`config.mk`:
```
export PLATFORM = sky130hd
export DESIGN_NAME = ik_phase_sequencer
export DESIGN_NICKNAME = d
export VERILOG_FILES = /design/src/rtl/ik_seq_pkg.sv /design/src/rtl/ik_seq_cmp.sv /design/src/rtl/ik_phase_sequencer.sv
export SDC_FILE = /design/constraint.sdc
export NUM_CORES = 1
export LEC_CHECK = 0
export ABC_AREA = 1
export CAP_MARGIN = 20
export CORE_MARGIN = 2
export CORE_UTILIZATION = 59
export CTS_BUF_LIST = sky130_fd_sc_hd__clkbuf_8
export CTS_CLUSTER_DIAMETER = 40
export CTS_CLUSTER_SIZE = 24
export DETAILED_ROUTE_END_ITERATION = 16
export GPL_TIMING_DRIVEN = 1
export PLACE_DENSITY = 0.9
export SLEW_MARGIN = 20
export SYNTH_ARGS = -nofsm -noshare
export SYNTH_HDL_FRONTEND = slang
export SYNTH_HIERARCHICAL = 1
export SYNTH_SLANG_ARGS = --single-unit
```
`constraint.sdc`:
```
create_clock -name clk -period 3.1 [get_ports clk]
set_input_delay 0.62 -clock clk [delete_from_list [all_inputs] [get_ports clk]]
set_output_delay 0.62 -clock clk [all_outputs]
set_load 0.02 [all_outputs]
```
`src/rtl/ik_seq_pkg.sv`:
```
// Shared types and default sizing for the phase sequencer.
package ik_seq_pkg;

    typedef enum logic {IDLE, RUN} seq_state_t;

    localparam int PERIOD_DEF = 113;
    localparam int CNT_W_DEF  = 8;
    localparam int ITER_W_DEF = 16;

endpackage

```
`src/rtl/ik_seq_cmp.sv`:
```
// Half-open range comparator slice: hit when lo <= count < hi.
// A strobe is the one-wide range [pos, pos+1); a window uses [lo, hi) directly.
module ik_seq_cmp #(
    parameter int CNT_W = 8
) (
    input  logic [CNT_W-1:0] count_i,
    input  logic [CNT_W:0]   lo_i,
    input  logic [CNT_W:0]   hi_i,
    output logic             hit_o
);

    logic [CNT_W:0] cnt_ext;

    assign cnt_ext = {1'b0, count_i};
    assign hit_o   = (cnt_ext >= lo_i) && (cnt_ext < hi_i);

endmodule

```
`src/rtl/ik_phase_sequencer.sv`:
```
// Phase sequencer: counter, programmable strobes/windows, start/done handshake.
// Optional stall monitor output stall_cycles when IK_SEQ_STALL_MON_EN is defined.
module ik_phase_sequencer
    import ik_seq_pkg::*;
#(
    parameter int PERIOD      = PERIOD_DEF,
    parameter int CNT_W       = CNT_W_DEF,
    parameter int NUM_STROBES = 2,
    parameter int NUM_WINDOWS = 1,
    parameter int ITER_W      = ITER_W_DEF
) (
    input  logic                         clk,
    input  logic                         rst_n,
    input  logic                         en,
    input  logic                         start,
    input  logic                         abort,
    input  logic                         continuous,
    input  logic [ITER_W-1:0]            max_iter,
    input  logic [NUM_STROBES*CNT_W-1:0] strobe_pos,
    input  logic [NUM_WINDOWS*CNT_W-1:0] win_lo,
    input  logic [NUM_WINDOWS*CNT_W-1:0] win_hi,
    output logic [CNT_W-1:0]             count,
    output logic [ITER_W-1:0]            iter,
    output logic [NUM_STROBES-1:0]       strobe,
    output logic [NUM_WINDOWS-1:0]       window,
    output logic                         busy,
    output logic                         done
`ifdef IK_SEQ_STALL_MON_EN
    ,
    output logic [31:0]                  stall_cycles
`endif
);

    localparam logic [CNT_W-1:0] LAST = CNT_W'(PERIOD - 1);

    seq_state_t              state_q, state_d;
    logic [CNT_W-1:0]        count_q, count_d;
    logic [ITER_W-1:0]       iter_q, iter_d;
    logic [ITER_W-1:0]       max_q, max_d;
    logic                    cont_q, cont_d;
    logic                    done_q, done_d;
    logic [NUM_STROBES-1:0]  strobe_q, strobe_d;
    logic [NUM_STROBES-1:0]  strobe_hit;
    logic [NUM_WINDOWS-1:0]  win_hit;
    logic [ITER_W:0]         iter_inc;
    logic                    accept;
    logic                    last_period;

    for (genvar i = 0; i < NUM_STROBES; i++) begin : g_strobe
        ik_seq_cmp #(.CNT_W(CNT_W)) u_cmp (
            .count_i (count_q),
            .lo_i    ({1'b0, strobe_pos[i*CNT_W +: CNT_W]}),
            .hi_i    ({1'b0, strobe_pos[i*CNT_W +: CNT_W]} + (CNT_W+1)'(1)),
            .hit_o   (strobe_hit[i])
        );
    end

    for (genvar j = 0; j < NUM_WINDOWS; j++) begin : g_window
        ik_seq_cmp #(.CNT_W(CNT_W)) u_cmp (
            .count_i (count_q),
            .lo_i    ({1'b0, win_lo[j*CNT_W +: CNT_W]}),
            .hi_i    ({1'b0, win_hi[j*CNT_W +: CNT_W]}),
            .hit_o   (win_hit[j])
        );
    end

    assign accept      = (state_q == IDLE) && start && en && !abort;
    // One bit wider so a saturated iter can never alias the latched limit.
    assign iter_inc    = {1'b0, iter_q} + (ITER_W+1)'(1);
    assign last_period = !cont_q && (iter_inc == {1'b0, max_q});

    always_comb begin
        state_d  = state_q;
        count_d  = count_q;
        iter_d   = iter_q;
        max_d    = max_q;
        cont_d   = cont_q;
        done_d   = 1'b0;
        strobe_d = (state_q == RUN && en) ? strobe_hit : '0;

        if (abort) begin
            state_d  = IDLE;
            count_d  = '0;
            strobe_d = '0;
        end else if (accept) begin
            state_d = RUN;
            count_d = '0;
            iter_d  = '0;
            cont_d  = continuous;
            max_d   = (max_iter == '0) ? ITER_W'(1) : max_iter;
        end else if (state_q == RUN && en) begin
            if (count_q == LAST) begin
                count_d = '0;
                if (!(&iter_q)) begin
                    iter_d = iter_q + ITER_W'(1);
                end
                if (last_period) begin
                    state_d = IDLE;
                    done_d  = 1'b1;
                end
            end else begin
                count_d = count_q + CNT_W'(1);
            end
        end
    end

    always_ff @(posedge clk or negedge rst_n) begin
        if (!rst_n) begin
            state_q  <= IDLE;
            count_q  <= '0;
            iter_q   <= '0;
            max_q    <= ITER_W'(1);
            cont_q   <= 1'b0;
            done_q   <= 1'b0;
            strobe_q <= '0;
        end else begin
            state_q  <= state_d;
            count_q  <= count_d;
            iter_q   <= iter_d;
            max_q    <= max_d;
            cont_q   <= cont_d;
            done_q   <= done_d;
            strobe_q <= strobe_d;
        end
    end

    assign busy   = (state_q == RUN);
    assign count  = count_q;
    assign iter   = iter_q;
    assign strobe = strobe_q;
    assign done   = done_q;
    assign window = busy ? win_hit : '0;

`ifdef IK_SEQ_STALL_MON_EN
    logic [31:0] stall_q, stall_d;

    always_comb begin
        stall_d = stall_q;
        if (accept) begin
            stall_d = '0;
        end else if (busy && !en && !(&stall_q)) begin
            stall_d = stall_q + 32'd1;
        end
    end

    always_ff @(posedge clk or negedge rst_n) begin
        if (!rst_n) begin
            stall_q <= '0;
        end else begin
            stall_q <= stall_d;
        end
    end

    assign stall_cycles = stall_q;
`endif

endmodule

```
Word-level counts from Yosys, hierarchy flattened --
Index checks and enable logic that the tools add are counted.
Operators by class: add/sub/neg operators 5, magnitude comparators 6, equal/unequal tests 3, muxes and demuxes 22, bitwise operators 2, reductions and logical operators 20
Operator list (number):
- two-way mux 16 bit | 5
- two-way mux 8 bit | 4
- greater-or-equal comparator 8 bit | 3
- adder 8 x 1 -> 9 bit (second input constant) | 2
- less-than comparator 8 x 9 -> 1 bit | 2
- adder 16 x 1 -> 17 bit (second input constant) | 1
- equality test 17 x 16 -> 1 bit | 1
- adder 16 x 1 -> 16 bit (second input constant) | 1
- zero test 16 bit | 1
- AND reduction 16 bit | 1
- two-way mux 1 bit | 11
- nonzero test 3 bit | 3
- adder 8 x 1 -> 8 bit (second input constant) | 1
- equality test 8 x 7 -> 1 bit (second input constant) | 1
- logical AND 1 bit | 8
- less-than comparator 8 bit | 1
- two-way mux 2 bit | 2
- AND reduction 4 bit | 1
- nonzero test 2 bit | 2
- AND reduction 3 bit | 1
- zero test 1 bit | 2
- != test 2 bit (second input constant) | 1
- NOT 1 bit | 2
- AND reduction 2 bit | 1
Word-level totals: register bits 45, input bits 54, output and inout bits 29, word-level logic and storage cells 65

Depth between registers and ports, before layout --
Gate-level depths: netlist of the first run.
word-level depth 8, mapped depth 15, gate-level depth less buffers 15

Hierarchy --
Netlist of the first run, hierarchy kept.
Modules (own cells, without submodules):
- ik_phase_sequencer | instances 1, cells each 381, area each 2975.4 µm², sequential area each 1127.3 µm²
- ik_seq_cmp | instances 3, cells each 87, area each 475.5 µm², sequential area each 0.0 µm²

Least setup slack after synthesis of the first run --
OpenSTA, ideal clock, no wires.
kind input to output, start point in win_lo[2], end point out window, data arrival time 1548 ps, required time 2480 ps, slack 932 ps, stages 10, buffers on the path 0, path through inv_1 ha_1 nand2_1 nor2_1 nand3_1 nand2_1 inv_1 a21oi_2 nand2_1 inv_1
On the way: word-level cells in the longest chain between the ends 3
RTL lines:
- from (decl) | line ik_phase_sequencer.sv:20 | input logic [NUM_WINDOWS*CNT_W-1:0] win_lo,
- greater-or-equal comparator 8 bit | line ik_seq_cmp.sv:15 | assign hit_o = (cnt_ext >= lo_i) && (cnt_ext < hi_i);
- logical AND 1 bit | line ik_seq_cmp.sv:15
- named net win_hit | line ik_phase_sequencer.sv:44 | logic [NUM_WINDOWS-1:0] win_hit;
- two-way mux 1 bit | line ik_phase_sequencer.sv:132 | assign window = busy ? win_hit : '0;
- to (decl) | line ik_phase_sequencer.sv:25 | output logic [NUM_WINDOWS-1:0] window,
The timed path passes the listed nets, and every way through them passes these cells.

Worst setup path in the final report of the first run --
Ends and elaborated chain as after synthesis.

==> impl_metrics.env, run 1 <==
export IMPL_numCtsBuffers=5
export IMPL_irDropWorstVdd_v=0.000200
export IMPL_clock_sinks=45
export IMPL_htreeDepth=2
export IMPL_power_density_nw_per_um2=277
export IMPL_fin_nets=849
export IMPL_grt_max_degree=46
export IMPL_fin_crit_sh_pct=93.0
export IMPL_slew_headroom_pct=61.9
export IMPL_rsz0062_at_grt="no"
export IMPL_synth_cell_types=38
export IMPL_worst_pin_slew_ns=0.571
export IMPL_numPlacedInstances=837
export IMPL_crit_chain="clkdlybuf4s50_1, inv_1, ha_1, nand2_1, nor2_1, nand3_1, nand2_1, inv_1, a21oi_2, nand2_1, inv_1, clkbuf_2"
export IMPL_multiInputGateArea_um2=2750
export IMPL_clock_latency_ns=0.31
export IMPL_p_seq_share_pct=44.8
export IMPL_drtPass1Iterations=5
export IMPL_clk_pin_slew_ns=0.10
export IMPL_ys_seq_area_share_pct=25.6
export IMPL_gr_usage_all_layers_pct=28.2
export IMPL_cp_slowest_cell="clkdlybuf4s50_1"
export IMPL_placedInstanceArea_um2=5410
export IMPL_post_route_cell_area_um2=5530
export IMPL_critPathKind="input pin to primary output"
export IMPL_maxCapViolCount=0
export IMPL_fin_crit_ns=2.88
export IMPL_io_buffers=82
export IMPL_run_status="finished, final reports clean"
export IMPL_core_um2=7250
export IMPL_die_w_um=90.4
export IMPL_stdcell_count=845
export IMPL_syn_inst=642
export IMPL_setup_viol=0
export IMPL_hpwlAfterDp_mm=9.16
export IMPL_grt_pass1_vias=4516
export IMPL_wl_per_cell_um=13.3
export IMPL_ctsRootBufferMaster="clkbuf_8"
export IMPL_antennaDiodeCount=0
export IMPL_post_route_cells_drive_above_1_share_pct=9.65
export IMPL_syn_cell_area_um2=4400
export IMPL_p_clk_share_pct=31.0
export IMPL_fillers=543
export IMPL_fin_ws_ns=0.218
export IMPL_setup_worst_path_end_class="primary output"
export IMPL_ff2ff_setup_slack_ns=0.74
export IMPL_die_area_um2=8170
export IMPL_wl_mm=11.2
export IMPL_syn_to_final_growth_pct=25.7
export IMPL_viasPerCell=5.25
export IMPL_p_switching_mw=0.445
export IMPL_synth_seq_cells=45
export IMPL_crit_path_max_incr_delay_ns=0.46
export IMPL_place_ws_ns=-0.237
export IMPL_hold_path_class="input pin to async pin"
export IMPL_p_leak_nw=2.86
export IMPL_cp_start_kind="input pin"
export IMPL_ant_nets=0
export IMPL_antenna_found_initial=0
export IMPL_internal_power_mw=1.09
export IMPL_skew_ns=0.0160
export IMPL_hold_viol=0
export IMPL_num_vias=4440
export IMPL_combPwrFrac_pct=24.1
export IMPL_overflow=0
export IMPL_grt_pass1_wl_mm=19.3
export IMPL_path_max_fanout=3
export IMPL_ys_warnings_count=6
export IMPL_syn_avg_cell_area_um2=6.86
export IMPL_ios=83
export IMPL_slew_viol_final=0
export IMPL_crit_arrival_ns=2.26
export IMPL_cp_required_ns=2.48
export IMPL_timing_fmax_mhz=347
export IMPL_final_common_cell="nand2_1"
export IMPL_finalPower_mw=1.53
export IMPL_dr_first_iter_drc_count=170
export IMPL_mostFrequentLayoutCells="nand2_1 (169), inv_1 (139), clkdlybuf4s50_1 (80)"
export IMPL_ctsLongestPathBuffers=2
export IMPL_cts_hold_buf=0
export IMPL_start_util_pct=60.7
export IMPL_rows=31
export IMPL_regArea_um2=1130
export IMPL_cts_tree="yes"
export IMPL_fp_dieH_um=90.4
export IMPL_sw_frac_of_total_pct=29.0
export IMPL_place_congestion=0.957
export IMPL_remaining_drc_errors=0
-- cell families (layout without fill, tap and decap cells) --
family / Yosys count / in the layout / share of synthesized area [%]
and+or+nand+nor: 325 / 325 / 33.1
buffers and inverters: 146 / 240 / 12.8
adders and majority gates: 50 / 50 / 14.2
AOI/OAI and AO/OA: 46 / 46 / 7.62
DFF: 45 / 45 / 25.6
xor gates and xnor gates: 15 / 15 / 2.98
muxes: 14 / 14 / 3.58
other: 1 / 11 / 0.0852
-- cell usage after synthesis (all sizes together) --
cell type	number	area [µm²]
buf	4	28.8
or2	1	6.26
nand4	5	31.3
a31oi	1	6.26
nand3	49	260
ha	50	626
nor3b	2	15.0
nor3	10	50.1
nor4	4	25.0
a22oi	1	7.51
nand3b	6	45.0
inv	141	529
dfrtp	44	1100
clkbuf	1	3.75
conb	1	3.75
dfstp	1	26.3
nor2	61	274
mux2	14	158
o21ai	9	52.6
and3	5	31.3
o21a	1	7.51
o22ai	14	150
xor2	14	123
xnor2	1	8.76
a21oi	20	111
nand2	182	721
-- metrics by stage --
| stage | utilization [%] | TNS, ns | hold slack [ns] |
|---|---|---|---|
| floorplan | - | 0 | 0.324 |
| global placement | 74.6 | -0.118 | 0.484 |
| detailed placement | 74.6 | -0.237 | 0.496 |
| CTS | 76.3 | 0 | 0.517 |
| global route | 76.3 | 0 | 0.343 |
| finish | 76.3 | 0 | 0.302 |
-- metal layers --
metal / wire length (µm) / vias up / track usage, %
li1: - / 2212 / -
met1: 4450 / 2047 / 30.9
met2: 5850 / 142 / 53.9
met3: 502 / 39 / 3.92
met4: 421 / 0 / 11.7
met5: 0 / - / 0
-- final cells by class --
type | count | area share (%)
Inverter | 141 | 9.57
Clock buffer | 6 | 1.49
Timing Repair Buffer | 91 | 15.9
Sequential cell | 45 | 20.4
Tap cell | 99 | 2.24
Clock inverter | 2 | 0.679
Multi-Input combinational cell | 461 | 49.7
-- critical path: cells and delay by family --
family,cells,cell delay [ns]
buf+inv,5,0.75
simple gates,5,0.46
fa+ha+maj,1,0.30
compound gates,1,0.15
-- power groups by stage --
stage / sequential, mW / combinational, mW / clock [mW]
global placement: 0.694 / 0.350 / 0
finish: 0.687 / 0.370 / 0.476
CTS: 0.686 / 0.372 / 0.474
detailed placement: 0.698 / 0.369 / 0
global route: 0.696 / 0.417 / 0.502
floorplan: 0.690 / 0.216 / 0
-- registers in the layout, summed over array words and instances (netlist names) --
name	flops
max_q	16
busy	1
cont_q	1
count	8
done	1
iter	16
strobe	2
-- repair_timing --
item	CTS	global route
resized for setup	1	2
setup endpoints to repair	1	1
buffers inserted	0	0
-- final timing paths --
check                           from       end  cells after the start
max                        win_lo[2]    window                     12
min                            rst_n   iter[4]                      1
max reg2reg                 count[1]   iter[0]                      9
min reg2reg                   cont_q    cont_q                      1
max in group asynchronous      rst_n  iter[13]                      1
min in group clk              cont_q    cont_q                      1
No activity file was read; power rests on OpenSTA's default activity.
==> run 2: changes to the inputs <==
Settings changed: SKIP_LAST_GASP from default to 1.
==> results of run 2 <==
The final DEF is identical to that of run 1; final timing and power are the same.
==> run 3: changes to the inputs <==
Settings changed: CORE_UTILIZATION 59 to 58, CTS_BUF_LIST sky130_fd_sc_hd__clkbuf_8 to sky130_fd_sc_hd__clkbuf_16, MAX_ROUTING_LAYER from default to met4, PLACE_DENSITY 0.9 to 0.89.
==> run 3 against run 2 <==
- core utilization down 0.11 points
- critical path depth unchanged
- die area is 1.6% higher
- maximum frequency decreased by 0.30%
- wire length rose by 6.1%
- flip-flop and latch count unchanged
- sequential power up 0.9%
- global-route usage up 2.2 points
- first-iteration DRC count rose by 11%
- sequential share of layout area fell by 0.078 points
- critical path type unchanged
==> impl_metrics.env, run 3 (synthesized netlist as in run 1, its figures left out) <==
export IMPL_p_leak_nw=2.88
export IMPL_ios=83
export IMPL_worst_pin_slew_ns=0.582
export IMPL_ctsLongestPathBuffers=2
export IMPL_cp_required_ns=2.48
export IMPL_remaining_drc_errors=0
export IMPL_die_w_um=91.1
export IMPL_syn_to_final_growth_pct=26.2
export IMPL_io_buffers=82
export IMPL_mostFrequentLayoutCells="nand2_1 (169), inv_1 (140), clkdlybuf4s50_1 (80)"
export IMPL_fp_dieH_um=91.1
export IMPL_clock_latency_ns=0.29
export IMPL_crit_chain="clkdlybuf4s50_1, inv_1, ha_1, nand2_1, nor2_1, nand2_1, nand3_1, nand2_1, a21oi_2, nand2_1, inv_1, clkbuf_2"
export IMPL_hpwlAfterDp_mm=9.30
export IMPL_ff2ff_setup_slack_ns=0.73
export IMPL_cp_slowest_cell="clkdlybuf4s50_1"
export IMPL_place_congestion=0.935
export IMPL_fillers=553
export IMPL_numCtsBuffers=5
export IMPL_p_clk_share_pct=32.9
export IMPL_crit_start="win_lo[4]"
export IMPL_rows=31
export IMPL_drtPass1Iterations=4
export IMPL_overflow=0
export IMPL_p_seq_share_pct=43.6
export IMPL_finalPower_mw=1.59
export IMPL_dr_wl_met3_um=622
export IMPL_setup_viol=0
export IMPL_crit_path_max_incr_delay_ns=0.47
export IMPL_critPathKind="input pin to primary output"
export IMPL_gr_usage_all_layers_pct=30.4
export IMPL_cts_tree="yes"
export IMPL_clk_pin_slew_ns=0.06
export IMPL_grt_max_degree=46
export IMPL_combPwrFrac_pct=23.5
export IMPL_fin_crit_ns=2.89
export IMPL_grt_pass1_wl_mm=20.2
export IMPL_m1WireLength_mm=4.54
export IMPL_internal_power_mw=1.12
export IMPL_rr_startpoint="count[1]"
export IMPL_slew_viol_final=0
export IMPL_slew_headroom_pct=61.2
export IMPL_cts_hold_buf=0
export IMPL_final_common_cell="nand2_1"
export IMPL_route_met2_wl_mm=6.28
export IMPL_setup_worst_path_end_class="primary output"
export IMPL_ctsRootBufferMaster="clkbuf_16"
export IMPL_core_um2=7290
export IMPL_crit_arrival_ns=2.27
export IMPL_sw_frac_of_total_pct=29.4
export IMPL_skew_ns=0.00968
export IMPL_top_layer="met4"
export IMPL_power_density_nw_per_um2=286
export IMPL_maxCapViolCount=0
export IMPL_viasPerCell=5.29
export IMPL_p_switching_mw=0.467
export IMPL_irDropWorstVdd_v=0.000241
export IMPL_grt_pass1_vias=4617
export IMPL_clock_sinks=45
export IMPL_fin_crit_sh_pct=93.2
export IMPL_post_cts_buffers=0
export IMPL_htreeDepth=2
export IMPL_num_vias=4476
export IMPL_cp_start_kind="input pin"
export IMPL_dr_first_iter_drc_count=188
export IMPL_rsz0062_at_grt="no"
export IMPL_crit_top_cell="nand2_1"
export IMPL_antenna_found_initial=1
export IMPL_start_util_pct=60.4
export IMPL_hold_viol=0
export IMPL_path_max_fanout=3
export IMPL_run_status="finished, final reports clean"
export IMPL_fin_nets=849
export IMPL_post_route_cells_drive_above_1_share_pct=9.52
export IMPL_setup_tns_ns=0
export IMPL_cts_resized=1
export IMPL_wl_mm=11.9
export IMPL_hold_path_class="input pin to async pin"
export IMPL_wl_per_cell_um=14.1
export IMPL_timing_fmax_mhz=346
export IMPL_die_area_um2=8300
export IMPL_ant_nets=0
export IMPL_hold_ws_ns=0.327
==> run 3: cell types whose count changed in the layout (fill, tap and decap cells not counted) <==
cell / before / now
clkbuf_8: 6 / 0
clkbuf_16: 0 / 5
clkinv_2: 0 / 2
bufinv_16: 1 / 0
clkinvlp_4: 1 / 0
diode_2: 0 / 1
inv_1: 139 / 140
==> run 3: power by group through the flow <==
| stage | logic (mW) | registers [mW] | clock network, mW |
|---|---|---|---|
| after global placement | 0.348 | 0.694 | 0 |
| after CTS | 0.372 | 0.690 | 0.519 |
| after global routing | 0.423 | 0.699 | 0.545 |
| after detailed placement | 0.369 | 0.700 | 0 |
| after floorplan | 0.216 | 0.690 | 0 |
| final | 0.373 | 0.693 | 0.522 |
==> run 3: worst max-delay path, delay by kind of cell <==
kind	cells	cell delay, ns
AO/OA/AOI/OAI	1	0.12
adder cells (fa/ha/maj)	1	0.31
buffers and inverters	4	0.72
AND/OR/NAND/NOR	6	0.50
==> run 3: area by class of cell <==
class	instances	area, µm²	area share, %
Clock buffer	5	125	2.25
Tap cell	99	124	2.23
Inverter	141	529	9.53
Timing Repair Buffer	91	881	15.9
Sequential cell	45	1130	20.3
Clock inverter	3	13.8	0.248
Antenna cell	1	2.50	0.0451
Multi-Input combinational cell	461	2750	49.5
==> run 3: stage by stage <==
stage | instances | area [µm²] | worst slack [ns] | utilization [%]
6_report | 846 | 5550 | 0.210 | 76.1
5_1_grt | 846 | 5550 | 0.0778 | 76.1
4_1_cts | 845 | 5550 | 0.0846 | 76.1
3_5_place_dp | 837 | 5410 | -0.191 | 74.2
2_1_floorplan | 652 | 4440 | 0.932 | -
3_3_place_gp | 837 | 5410 | -0.0785 | 74.2
==> run 3: path summary, 6_finish.rpt <==
kind                             endpoint  cells past startpoint
worst max-delay path               window                     12
worst min-delay path             max_q[4]                      1
worst max register to register    iter[9]                      9
worst min register to register     cont_q                      1
max in group asynchronous       max_q[12]                      1
min in group clk                   cont_q                      1
==> run 3: per-layer routing <==
metal,vias up,GRT usage (%)
met4,0,13.9
met1,2060,32.7
met5,-,-
met3,41,4.07
met2,164,55.3
li1,2211,-
